--- src/rtl/ifetch_pkg.sv ---
// Shared types and constants for the instruction-fetch controller and its bench.
package ifetch_pkg;

    typedef enum logic [1:0] {
        ST_BOOT = 2'd0,
        ST_RUN  = 2'd1,
        ST_HALT = 2'd2
    } state_t;

    localparam logic [31:0] IMEM_LIMIT = 32'h0000_2000;
    localparam logic [31:0] NOP        = 32'h0000_0013;

    // Misaligned or beyond the instruction memory window.
    function automatic logic addr_fault(input logic [31:0] pc);
        return (pc[1:0] != 2'b00) || (pc >= IMEM_LIMIT);
    endfunction

endpackage

--- src/rtl/ifetch_fifo.sv ---
// Small prefetch buffer: register entries, combinational head, flush clears all.
module ifetch_fifo #(
    parameter int WIDTH = 64,
    parameter int DEPTH = 2,
    localparam int PTR_W = $clog2(DEPTH),
    localparam int CNT_W = $clog2(DEPTH + 1)
) (
    input  logic             clk,
    input  logic             rst,
    input  logic             push,
    input  logic             pop,
    input  logic             flush,
    input  logic [WIDTH-1:0] push_data,
    output logic [WIDTH-1:0] head_data,
    output logic             full,
    output logic             empty,
    output logic [CNT_W-1:0] count
);

    logic [PTR_W-1:0] wr_ptr_reg;
    logic [PTR_W-1:0] rd_ptr_reg;
    logic [CNT_W-1:0] count_reg;
    logic [CNT_W-1:0] count_next;
    logic [WIDTH-1:0] entry_data [DEPTH];
    logic             push_ok;
    logic             pop_ok;

    assign empty   = (count_reg == '0);
    assign full    = (count_reg == CNT_W'(DEPTH));
    assign pop_ok  = pop && !empty && !flush;
    // A push at full is only legal when the head leaves in the same cycle.
    assign push_ok = push && !flush && (!full || pop_ok);

    generate
        for (genvar gi = 0; gi < DEPTH; gi++) begin : g_entry
            logic [WIDTH-1:0] data_reg;
            always_ff @(posedge clk) begin
                if (push_ok && (wr_ptr_reg == PTR_W'(gi))) begin
                    data_reg <= push_data;
                end
            end
            assign entry_data[gi] = data_reg;
        end
    endgenerate

    assign head_data = entry_data[rd_ptr_reg];
    assign count     = count_reg;

    always_comb begin
        count_next = count_reg;
        if (flush) begin
            count_next = '0;
        end else if (push_ok && !pop_ok) begin
            count_next = count_reg + CNT_W'(1);
        end else if (pop_ok && !push_ok) begin
            count_next = count_reg - CNT_W'(1);
        end
    end

    // DEPTH is a power of two, so pointer overflow is the modulo wrap.
    always_ff @(posedge clk or posedge rst) begin
        if (rst) begin
            wr_ptr_reg <= '0;
            rd_ptr_reg <= '0;
            count_reg  <= '0;
        end else begin
            count_reg <= count_next;
            if (flush) begin
                wr_ptr_reg <= '0;
                rd_ptr_reg <= '0;
            end else begin
                if (push_ok) wr_ptr_reg <= wr_ptr_reg + PTR_W'(1);
                if (pop_ok)  rd_ptr_reg <= rd_ptr_reg + PTR_W'(1);
            end
        end
    end

endmodule

--- src/rtl/ifetch_ctrl.sv ---
// Instruction fetch controller: BOOT/RUN/HALT sequencing over a prefetch buffer.
// Define IFETCH_FAULT_EN to carry a per-entry address fault flag to decode.
module ifetch_ctrl
    import ifetch_pkg::*;
#(
    parameter logic [31:0] RESET_PC   = 32'h0000_0000,
    parameter int          FIFO_DEPTH = 2
) (
    input  logic        clk,
    input  logic        rst,
    input  logic        halt_i,
    input  logic        redirect_valid_i,
    input  logic [31:0] redirect_pc_i,
    output logic [31:0] imem_addr_o,
    input  logic [31:0] imem_rdata_i,
    output logic        inst_valid_o,
    input  logic        inst_ready_i,
    output logic [31:0] inst_pc_o,
    output logic [31:0] inst_data_o,
    output logic        inst_fault_o,
    output logic        halted_o
);

`ifdef IFETCH_FAULT_EN
    localparam int ENTRY_W = 65;
`else
    localparam int ENTRY_W = 64;
`endif
    localparam int CNT_W = $clog2(FIFO_DEPTH + 1);

    state_t             state_reg;
    state_t             state_next;
    logic [31:0]        fetch_pc_reg;
    logic [31:0]        fetch_pc_next;
    logic               fetch_en;
    logic               fifo_push;
    logic               fifo_pop;
    logic               fifo_full;
    logic               fifo_empty;
    logic [CNT_W-1:0]   fifo_count;
    logic [ENTRY_W-1:0] push_data;
    logic [ENTRY_W-1:0] head_data;

    always_ff @(posedge clk or posedge rst) begin
        if (rst) state_reg <= ST_BOOT;
        else     state_reg <= state_next;
    end

    always_comb begin
        state_next = state_reg;
        unique case (state_reg)
            ST_BOOT: state_next = ST_RUN;
            ST_RUN:  if (halt_i)  state_next = ST_HALT;
            ST_HALT: if (!halt_i) state_next = ST_RUN;
            default: state_next = ST_BOOT;
        endcase
    end

    always_comb begin
        fetch_en = (state_reg == ST_RUN);
        halted_o = (state_reg == ST_HALT) && fifo_empty;
    end

    // A redirect wins over both the handshake and the fetch in its cycle.
    assign fifo_pop  = inst_valid_o && inst_ready_i && !redirect_valid_i;
    assign fifo_push = fetch_en && !redirect_valid_i && (!fifo_full || fifo_pop);

    always_comb begin
        fetch_pc_next = fetch_pc_reg;
        if (redirect_valid_i) begin
            fetch_pc_next = redirect_pc_i;
        end else if (fifo_push) begin
            fetch_pc_next = fetch_pc_reg + 32'd4;
        end
    end

    always_ff @(posedge clk or posedge rst) begin
        if (rst) fetch_pc_reg <= RESET_PC;
        else     fetch_pc_reg <= fetch_pc_next;
    end

    assign imem_addr_o = fetch_pc_reg;

`ifdef IFETCH_FAULT_EN
    assign push_data    = {addr_fault(fetch_pc_reg), fetch_pc_reg, imem_rdata_i};
    assign inst_fault_o = inst_valid_o && head_data[64];
`else
    assign push_data    = {fetch_pc_reg, imem_rdata_i};
    assign inst_fault_o = 1'b0;
`endif

    ifetch_fifo #(
        .WIDTH (ENTRY_W),
        .DEPTH (FIFO_DEPTH)
    ) u_fifo (
        .clk       (clk),
        .rst       (rst),
        .push      (fifo_push),
        .pop       (fifo_pop),
        .flush     (redirect_valid_i),
        .push_data (push_data),
        .head_data (head_data),
        .full      (fifo_full),
        .empty     (fifo_empty),
        .count     (fifo_count)
    );

    // Head fields are masked while empty so reset shows zeros without a clock.
    assign inst_valid_o = (fifo_count != '0);
    assign inst_pc_o    = inst_valid_o ? head_data[63:32] : 32'd0;
    assign inst_data_o  = inst_valid_o ? head_data[31:0]  : 32'd0;

endmodule

--- config.mk ---
export PLATFORM = sky130hd
export DESIGN_NAME = ifetch_ctrl
export DESIGN_NICKNAME = d
export VERILOG_FILES = /design/src/rtl/ifetch_pkg.sv /design/src/rtl/ifetch_fifo.sv /design/src/rtl/ifetch_ctrl.sv
export SDC_FILE = /design/constraint.sdc
export NUM_CORES = 1
export LEC_CHECK = 0
export ABC_AREA = 1
export BUFFER_PORTS_ARGS = -buffer_cell sky130_fd_sc_hd__buf_2
export CORE_UTILIZATION = 52
export DETAILED_ROUTE_END_ITERATION = 10
export PLACE_DENSITY = 0.86
export SLEW_MARGIN = 25
export SYNTH_ARGS = -nofsm -noshare
export SYNTH_HDL_FRONTEND = slang
export SYNTH_SLANG_ARGS = --single-unit
--- constraint.sdc ---
create_clock -name clk -period 5.76 [get_ports clk]
set_input_delay 0.288 -clock clk [delete_from_list [all_inputs] [get_ports clk]]
set_output_delay 0.288 -clock clk [all_outputs]
set_load 0.01 [all_outputs]
==> out/qor.txt, run 1 <==
first-pass GRT wire length: 26200 um
Ports: 168
vias in the first global route: 5418
total grt overflow: 0
Final Hold Fails: 28
yosys warns: 0
library cells used by synthesis: 29
Synth Area in Adders: 0.00171
setup TNS: 0 ns
static leakage: 3.91 nW
Synth Area in Simple Gates: 0.216
Cell Int Power: 2.61 mW
XOR/XNOR share of the synthesized area: 0.00598
fin. max-slew vios: 0
FF-to-FF End: u_fifo.g_entry[0].data_reg[45]$_DFFE_PP_
worst r2r src: state_reg[1]$_DFFE_PP0P_
Starting Density: 0.530
Die Y: 121 um
post_cts resized: 0
postcts setup bufs: 0
mux contribution to synthesized area: 0
Via Count: 5785
Setup WS pre-CTS: 2.88 ns
utilization after layout: 0.644
VDD IR-drop max: 0.000217 V
Hold WC Path Type: in -> async
Clock Tree Root: clkbuf_16
layout cells sized above 1: 0.220
# clock sinks: 166
Die X: 121 um
Routed Antenna Nets: 0
cell total after placement: 1087
IO buf count: 166
commonest non-fill, non-tap cell in the layout: nand2_1
Routability Congestion: 0.866
Pre-antenna DRT Iters: 4
post-synthesis compound-gate area fraction: 0.0751
R2R depth: 6
Worst Skew: 0.00815 ns
Max-Cap Viols: 0
startpoint class of the critical path: flip-flop
number of vias per cell: 5.17
clock buffer depth: 2
crit end category: primary output
Clk pin slew, worst setup/hold paths: 0.06 ns
Area Overhead vs Synth: 21.4%
Slew headroom: 0.359
net switching power: 1.35 mW
Final #Nets: 996
FMAX: 0.390 GHz
CTS Hold Bufs: 0
DR DRC count: 0
data required time of the critical path: 5.47 ns
most frequent cells in the layout: 305 x nand2_1, 166 x buf_2, 128 x edfxtp_1
dpl hpwl: 11100 um
PD cells: 445 nW/um^2
combinational family with the most area after synthesis: simple AND/OR/NAND/NOR gates
crit path max fanout: 66
min Tclk post-route: 2.57 ns
status: finished, violations left
Worst-Skew Late Latency: 0.42 ns
Iter 0 DRT Violations: 414
Post-Syn Nets: 836
die area: 14600 um^2
H-tree depth: 4
initial antenna violation count: 0
RSZ-0062 raised after global routing: no
largest net degree at the start of global routing: 67
Ant. Diodes: 0
Num CTS Buffers: 17
Placeable Area: 13800 um^2
Overall Power: 3.96 mW
register bit total from synthesis: 166
register share of total power: 0.439
wire per inst: 14.8 um
Finished Layout Cells: 1119
clock power share: 0.282
overall routed net length: 16600 um
sequential share of the synthesized area: 0.654
CTS tree: done
setup ws final: 3.19 ns
Largest register FFs: 128
final hold slack: -0.0105 ns
Tot GR Track Use: 0.239
sw frac: 0.341
violated checks: hold timing
crit path DAT: 2.28 ns
Worst Tran Pin Value: 0.959 ns
placement row count: 43
mapped cell area: 7330 um^2
fin crit share: 0.446
Reg2Reg Setup Slack: 3.27 ns
Final Setup Violations: 0
critical path class: reg -> out
combinational share of power: 0.279
Avg Cell Area, Syn: 9.57 um^2
Mapped Cells: 766
==> cell families after synthesis <==
group,count (synthesis)
fa+ha+maj,1
other cells,1
flops,166
buf+inv,89
xor+xnor,5
simple gates,400
compound gates,104
==> layer usage <==
metal / up-vias / part of all wire / track usage
li1: 2847 / - / -
met1: 2697 / 0.43 / 0.307
met2: 209 / 0.48 / 0.395
met3: 32 / 0.065 / 0.0495
met4: 0 / 0.024 / 0.100
met5: - / 0 / 0
==> power groups by stage <==
stage	Combinational, mW	Clock [mW]	Sequential, mW
after global routing	1.24	1.18	1.76
final	1.11	1.12	1.74
after floorplan	0.708	0	1.69
after global placement	1.10	0	1.75
after CTS	1.12	1.13	1.73
after detailed placement	1.11	0	1.76
==> synthesized netlist by cell type <==
| cell type | number | area share |
|---|---|---|
| nand2_1 | 305 | 0.16 |
| edfxtp_1 | 128 | 0.52 |
| a21oi_1 | 68 | 0.046 |
| inv_1 | 56 | 0.029 |
| nor2_1 | 49 | 0.025 |
| dfrtp_1 | 38 | 0.13 |
| nand3_1 | 35 | 0.024 |
| clkbuf_1 | 17 | 0.0087 |
| o21ai_0 | 15 | 0.010 |
| o21ai_1 | 12 | 0.0082 |
| buf_1 | 6 | 0.0031 |
| inv_2 | 5 | 0.0026 |
| o211ai_1 | 5 | 0.0051 |
| xor2_1 | 5 | 0.0060 |
| buf_2 | 4 | 0.0027 |
| nand2_2 | 2 | 0.0017 |
| nand4_1 | 2 | 0.0017 |
| nor3_1 | 2 | 0.0014 |
| o21bai_1 | 2 | 0.0020 |
| and2_1 | 1 | 0.00085 |
| buf_4 | 1 | 0.0010 |
| conb_1 | 1 | 0.00051 |
| ha_1 | 1 | 0.0017 |
| nand3_2 | 1 | 0.0014 |
| nand3b_1 | 1 | 0.0010 |
| nor2_4 | 1 | 0.0015 |
| o21ai_4 | 1 | 0.0022 |
| o22ai_1 | 1 | 0.00085 |
| or2_2 | 1 | 0.00085 |
==> layout make-up <==
class	instances	area, um^2
clock buffer	27	483
clock inverter	5	98.8
fill	1112	4930
inverter	61	234
multi-input combinational	511	2210
sequential	166	4800
tap	180	225
timing repair buffer	169	853
==> metrics by stage <==
step	area, um^2	hold WS [ns]
2_1_floorplan	7330	0.384
3_3_place_gp	8310	0.439
3_5_place_dp	8320	0.449
4_1_cts	8900	0.00189
5_1_grt	8900	0.0469
6_report	8900	-0.0105
==> critical path: stages, from the launching register on <==
cell	delay (ns)
dfrtp_4	0.75
inv_4	0.60
nand2_1	0.11
a21oi_1	0.19
buf_2	0.16
==> worst max-delay path by stage <==
stage	startpoint	cells past startpoint	slack, ns	to
finish	u_fifo.rd_ptr_reg$_DFFE_PP0P_	4	3.19	inst_pc_o[30]
global route	u_fifo.rd_ptr_reg$_DFFE_PP0P_	4	3.02	inst_data_o[17]
CTS	u_fifo.rd_ptr_reg$_DFFE_PP0P_	4	3.17	inst_pc_o[0]
detailed placement	redirect_valid_i	7	2.88	u_fifo.g_entry[0].data_reg[39]$_DFFE_PP_
global placement	redirect_valid_i	7	2.94	u_fifo.g_entry[0].data_reg[41]$_DFFE_PP_
floorplan	state_reg[1]$_DFFE_PP0P_	5	1.85	u_fifo.g_entry[0].data_reg[0]$_DFFE_PP_
Note: power is estimated with default switching activity, not from simulation.
==> run 2, diff against run 1 <==
--- a/config.mk
+++ b/config.mk
@@ -5,11 +5,11 @@
 export SDC_FILE = /design/constraint.sdc
 export NUM_CORES = 1
 export LEC_CHECK = 0
-export ABC_AREA = 1
+export ABC_AREA = 0
 export BUFFER_PORTS_ARGS = -buffer_cell sky130_fd_sc_hd__buf_2
 export CORE_UTILIZATION = 52
 export DETAILED_ROUTE_END_ITERATION = 10
-export PLACE_DENSITY = 0.86
+export PLACE_DENSITY = 0.87
 export SLEW_MARGIN = 25
 export SYNTH_ARGS = -nofsm -noshare
 export SYNTH_HDL_FRONTEND = slang
==> constraint.sdc (replaced) <==
create_clock -name clk -period 2.7 [get_ports clk]
set_input_delay 0.135 -clock clk [delete_from_list [all_inputs] [get_ports clk]]
set_output_delay 0.135 -clock clk [all_outputs]
set_load 0.01 [all_outputs]
==> run 2 against run 1 <==
Against the previous run:
- the run now ends clean
- non-clock buffer count rose by 67
- synthesized area fell by 3.9%
- sequential power rose by 95%
- global-route usage rose by 1.8 points
- first-iteration DRC count rose by 19%
- largest power group unchanged
- highest routed layer unchanged
==> out/qor.txt, run 2 <==
status: finished, final reports clean
largest net degree at the start of global routing: 65 (-3.0%)
Iter 0 DRT Violations: 491 (+19%)
crit path max fanout: 14 (-79%)
fill count: 903 (-19%)
fin. max-slew vios: 0 (unchanged)
fin crit share: 0.861
Commonest cells post-synth: 128 x edfxtp_1, 87 x nor2_1, 65 x mux2i_1, 38 x dfrtp_1, 24 x nand2_1
DR DRC count: 0 (unchanged)
Via Count: 5272 (-8.9%)
Die Y: 118 um (-2.0%)
Hold WC Path Type: in -> reg
CTS tree: done
Pre-antenna DRT Iters: 6 (+2)
most frequent cells in the layout: 166 x buf_2, 128 x edfxtp_1, 86 x nor2_1
Final Setup Violations: 0 (unchanged)
vias in the first global route: 5397 (-0.39%)
register bit total from synthesis: 166 (unchanged)
crit path DAT: 2.66 ns (+0.38 ns)
initial antenna violation count: 0 (unchanged)
Area contributors post-synth: edfxtp_1 55%, dfrtp_1 14%, mux2i_1 9.2%
Finished Layout Cells: 943 (-16%)
Die X: 118 um (-2.0%)
worst r2r src: imem_addr_o[6]$_DFFE_PP0N_
Tot GR Track Use: 0.257 (+0.0179)
Final #Nets: 824 (-17%)
Largest register FFs: 128 (unchanged)
EDFF count, synth: 128 (unchanged)
H-tree depth: 4 (unchanged)
Worst-Skew Late Latency: 0.42 ns (about the same)
Routed Antenna Nets: 0 (unchanged)
Max-Cap Viols: 0 (unchanged)
min Tclk post-route: 2.32 ns
Reg2Reg Setup Slack: 0.38 ns (-2.89 ns)
library cells used by synthesis: 48 (+66%)
R2R depth: 4 (-2)
IO buf count: 166 (unchanged)
RSZ-0062 raised after global routing: no
first-pass GRT wire length: 27300 um (+4.1%)
Worst Skew: 0.0130 ns (+0.00486 ns)
Clk pin slew, worst setup/hold paths: 0.06 ns (about the same)
FF-to-FF End: imem_addr_o[25]$_DFFE_PP0N_
Main synth FF type: edfxtp_1
critical path class: reg -> reg
Area Overhead vs Synth: 32.6%
number of vias per cell: 5.59 (+8.1%)
Mapped Cells: 526 (-31%)
VDD IR-drop max: 0.000490 V (+130%)
layout cells sized above 1: 0.280 (+0.0599)
Routability Congestion: 0.900 (+3.9%)
Placeable Area: 13200 um^2 (-4.2%)
overall routed net length: 17000 um (+2.3%)
Post-Syn Nets: 596 (-29%)
setup TNS: 0 ns (unchanged)
die area: 14000 um^2 (-3.9%)
FMAX: 0.430 GHz
Ant. Diodes: 0 (unchanged)
Hold Crit Depth: 3
Avg Cell Area, Syn: 13.4 um^2 (+40%)
Starting Density: 0.532 (+0.00165)
WHS Endpoint: imem_addr_o[17]$_DFFE_PP0N_
Clock Tree Root: clkbuf_16
Final Hold Fails: 0 (-100%)
commonest non-fill, non-tap cell in the layout: buf_2
data required time of the critical path: 3.04 ns (-2.43 ns)
mapped cell area: 7040 um^2 (-3.9%)
cell total after placement: 851 (-22%)
# clock sinks: 166 (unchanged)
wire per inst: 18.0 um (+21%)
cell with the most instances after synthesis: edfxtp_1
clock buffer depth: 2 (unchanged)
Num CTS Buffers: 17 (unchanged)
startpoint class of the critical path: flip-flop
Slew headroom: 0.503 (+0.144)
placement row count: 42 (-2.3%)
ys async rst share: 0.229 (unchanged)
total grt overflow: 0 (unchanged)
share of the synthesized area in the top cell type: 0.546 (+0.0214)
sequential share of the synthesized area: 0.681 (+0.0267)
yosys warns: 0 (unchanged)
crit end category: flip-flop
Worst Min Path Start: redirect_pc_i[17]
PD cells: 773 nW/um^2 (+74%)
Ports: 168 (unchanged)
dpl hpwl: 10700 um (-2.9%)
Yosys top cell by area: edfxtp_1
static leakage: 3.59 nW (-8.1%)
Worst Tran Pin Value: 0.744 ns (-0.215 ns)
==> run 2: cell count changes in the layout (fill, tap and decap cells not counted), sizes merged, moves of 20 or more <==
cell,change
or4,+20
nand3,-22
mux2i,+65
nor2,+37
a21oi,-65
nand2,-283
dlygate4sd3,+60
inv,-52
==> run 2: critical path: stages (launching register included) <==
cell and delay [ns]:
dfrtp_1 0.51, and2_0 0.32, nand4_1 0.48, or4_1 0.70, a31oi_1 0.22
==> run 2: worst max path at each step <==
stage / slack (ns) / startpoint / endpoint / cells after the start
detailed placement: 0.47 / imem_addr_o[6]$_DFFE_PP0N_ / imem_addr_o[25]$_DFFE_PP0N_ / 4
CTS: 0.42 / imem_addr_o[6]$_DFFE_PP0N_ / imem_addr_o[25]$_DFFE_PP0N_ / 4
global route: 0.13 / imem_addr_o[6]$_DFFE_PP0N_ / imem_addr_o[25]$_DFFE_PP0N_ / 4
floorplan: -0.58 / state_reg[1]$_DFFE_PP0P_ / u_fifo.g_entry[0].data_reg[0]$_DFFE_PP_ / 3
global placement: 0.58 / imem_addr_o[6]$_DFFE_PP0N_ / imem_addr_o[21]$_DFFE_PP0N_ / 4
finish: 0.38 / imem_addr_o[6]$_DFFE_PP0N_ / imem_addr_o[25]$_DFFE_PP0N_ / 4
==> run 2: through the flow <==
step	worst slack (ns)	hold slack (ns)	power (mW)	cell area (um^2)	utilization
final	0.376	0.0116	7.22	9330	0.705
after global routing	0.132	0.0131	7.53	9330	0.705
after CTS	0.416	0.00243	7.26	9330	0.705
after detailed placement	0.469	0.285	4.89	8160	0.616
after global placement	0.582	0.275	4.83	8160	0.616
after floorplan	-0.579	0.231	4.25	7070	-
==> run 2: kinds of logic after synthesis <==
logic type      after synthesis  share of synthesized area
xor+xnor                      9                     0.0112
other cells                   1                   0.000533
fa+ha+maj                     1                    0.00178
simple gates                193                      0.140
flops                       166                      0.681
buf+inv                      34                     0.0190
mux                          67                     0.0956
compound gates               55                     0.0512
==> run 2: final cells by class <==
cell class	count	area, um^2	area share
Multi-Input combinational cell	326	2150	0.230
Clock inverter	7	63.8	0.00684
Timing Repair Buffer	236	1570	0.168
Inverter	7	26.3	0.00282
Clock buffer	25	508	0.0544
Sequential cell	166	4800	0.514
Tap cell	176	220	0.0236
==> run 2: repair_timing <==
action                                 4_1_cts  5_1_grt
endpoints found under the hold margin      130        0
resized for setup                            0        0
buffers inserted                             0        0
hold buffers                                60        0
==> run 2: per-layer routing <==
metal  GRT usage  vias to the layer above  part of all wire
met5           0                        -                 0
met4       0.112                        0             0.024
met3      0.0627                       35             0.077
met2       0.441                      264              0.52
met1       0.307                     2528              0.38
li1            -                     2445                 -
==> run 2: power by group <==
part           internal (mW)  total, mW  switching (mW)  leakage, nW
combinational          0.659       1.53           0.867         1.70
clock                   1.40       2.30           0.904        0.280
sequential              3.13       3.39           0.261         1.61
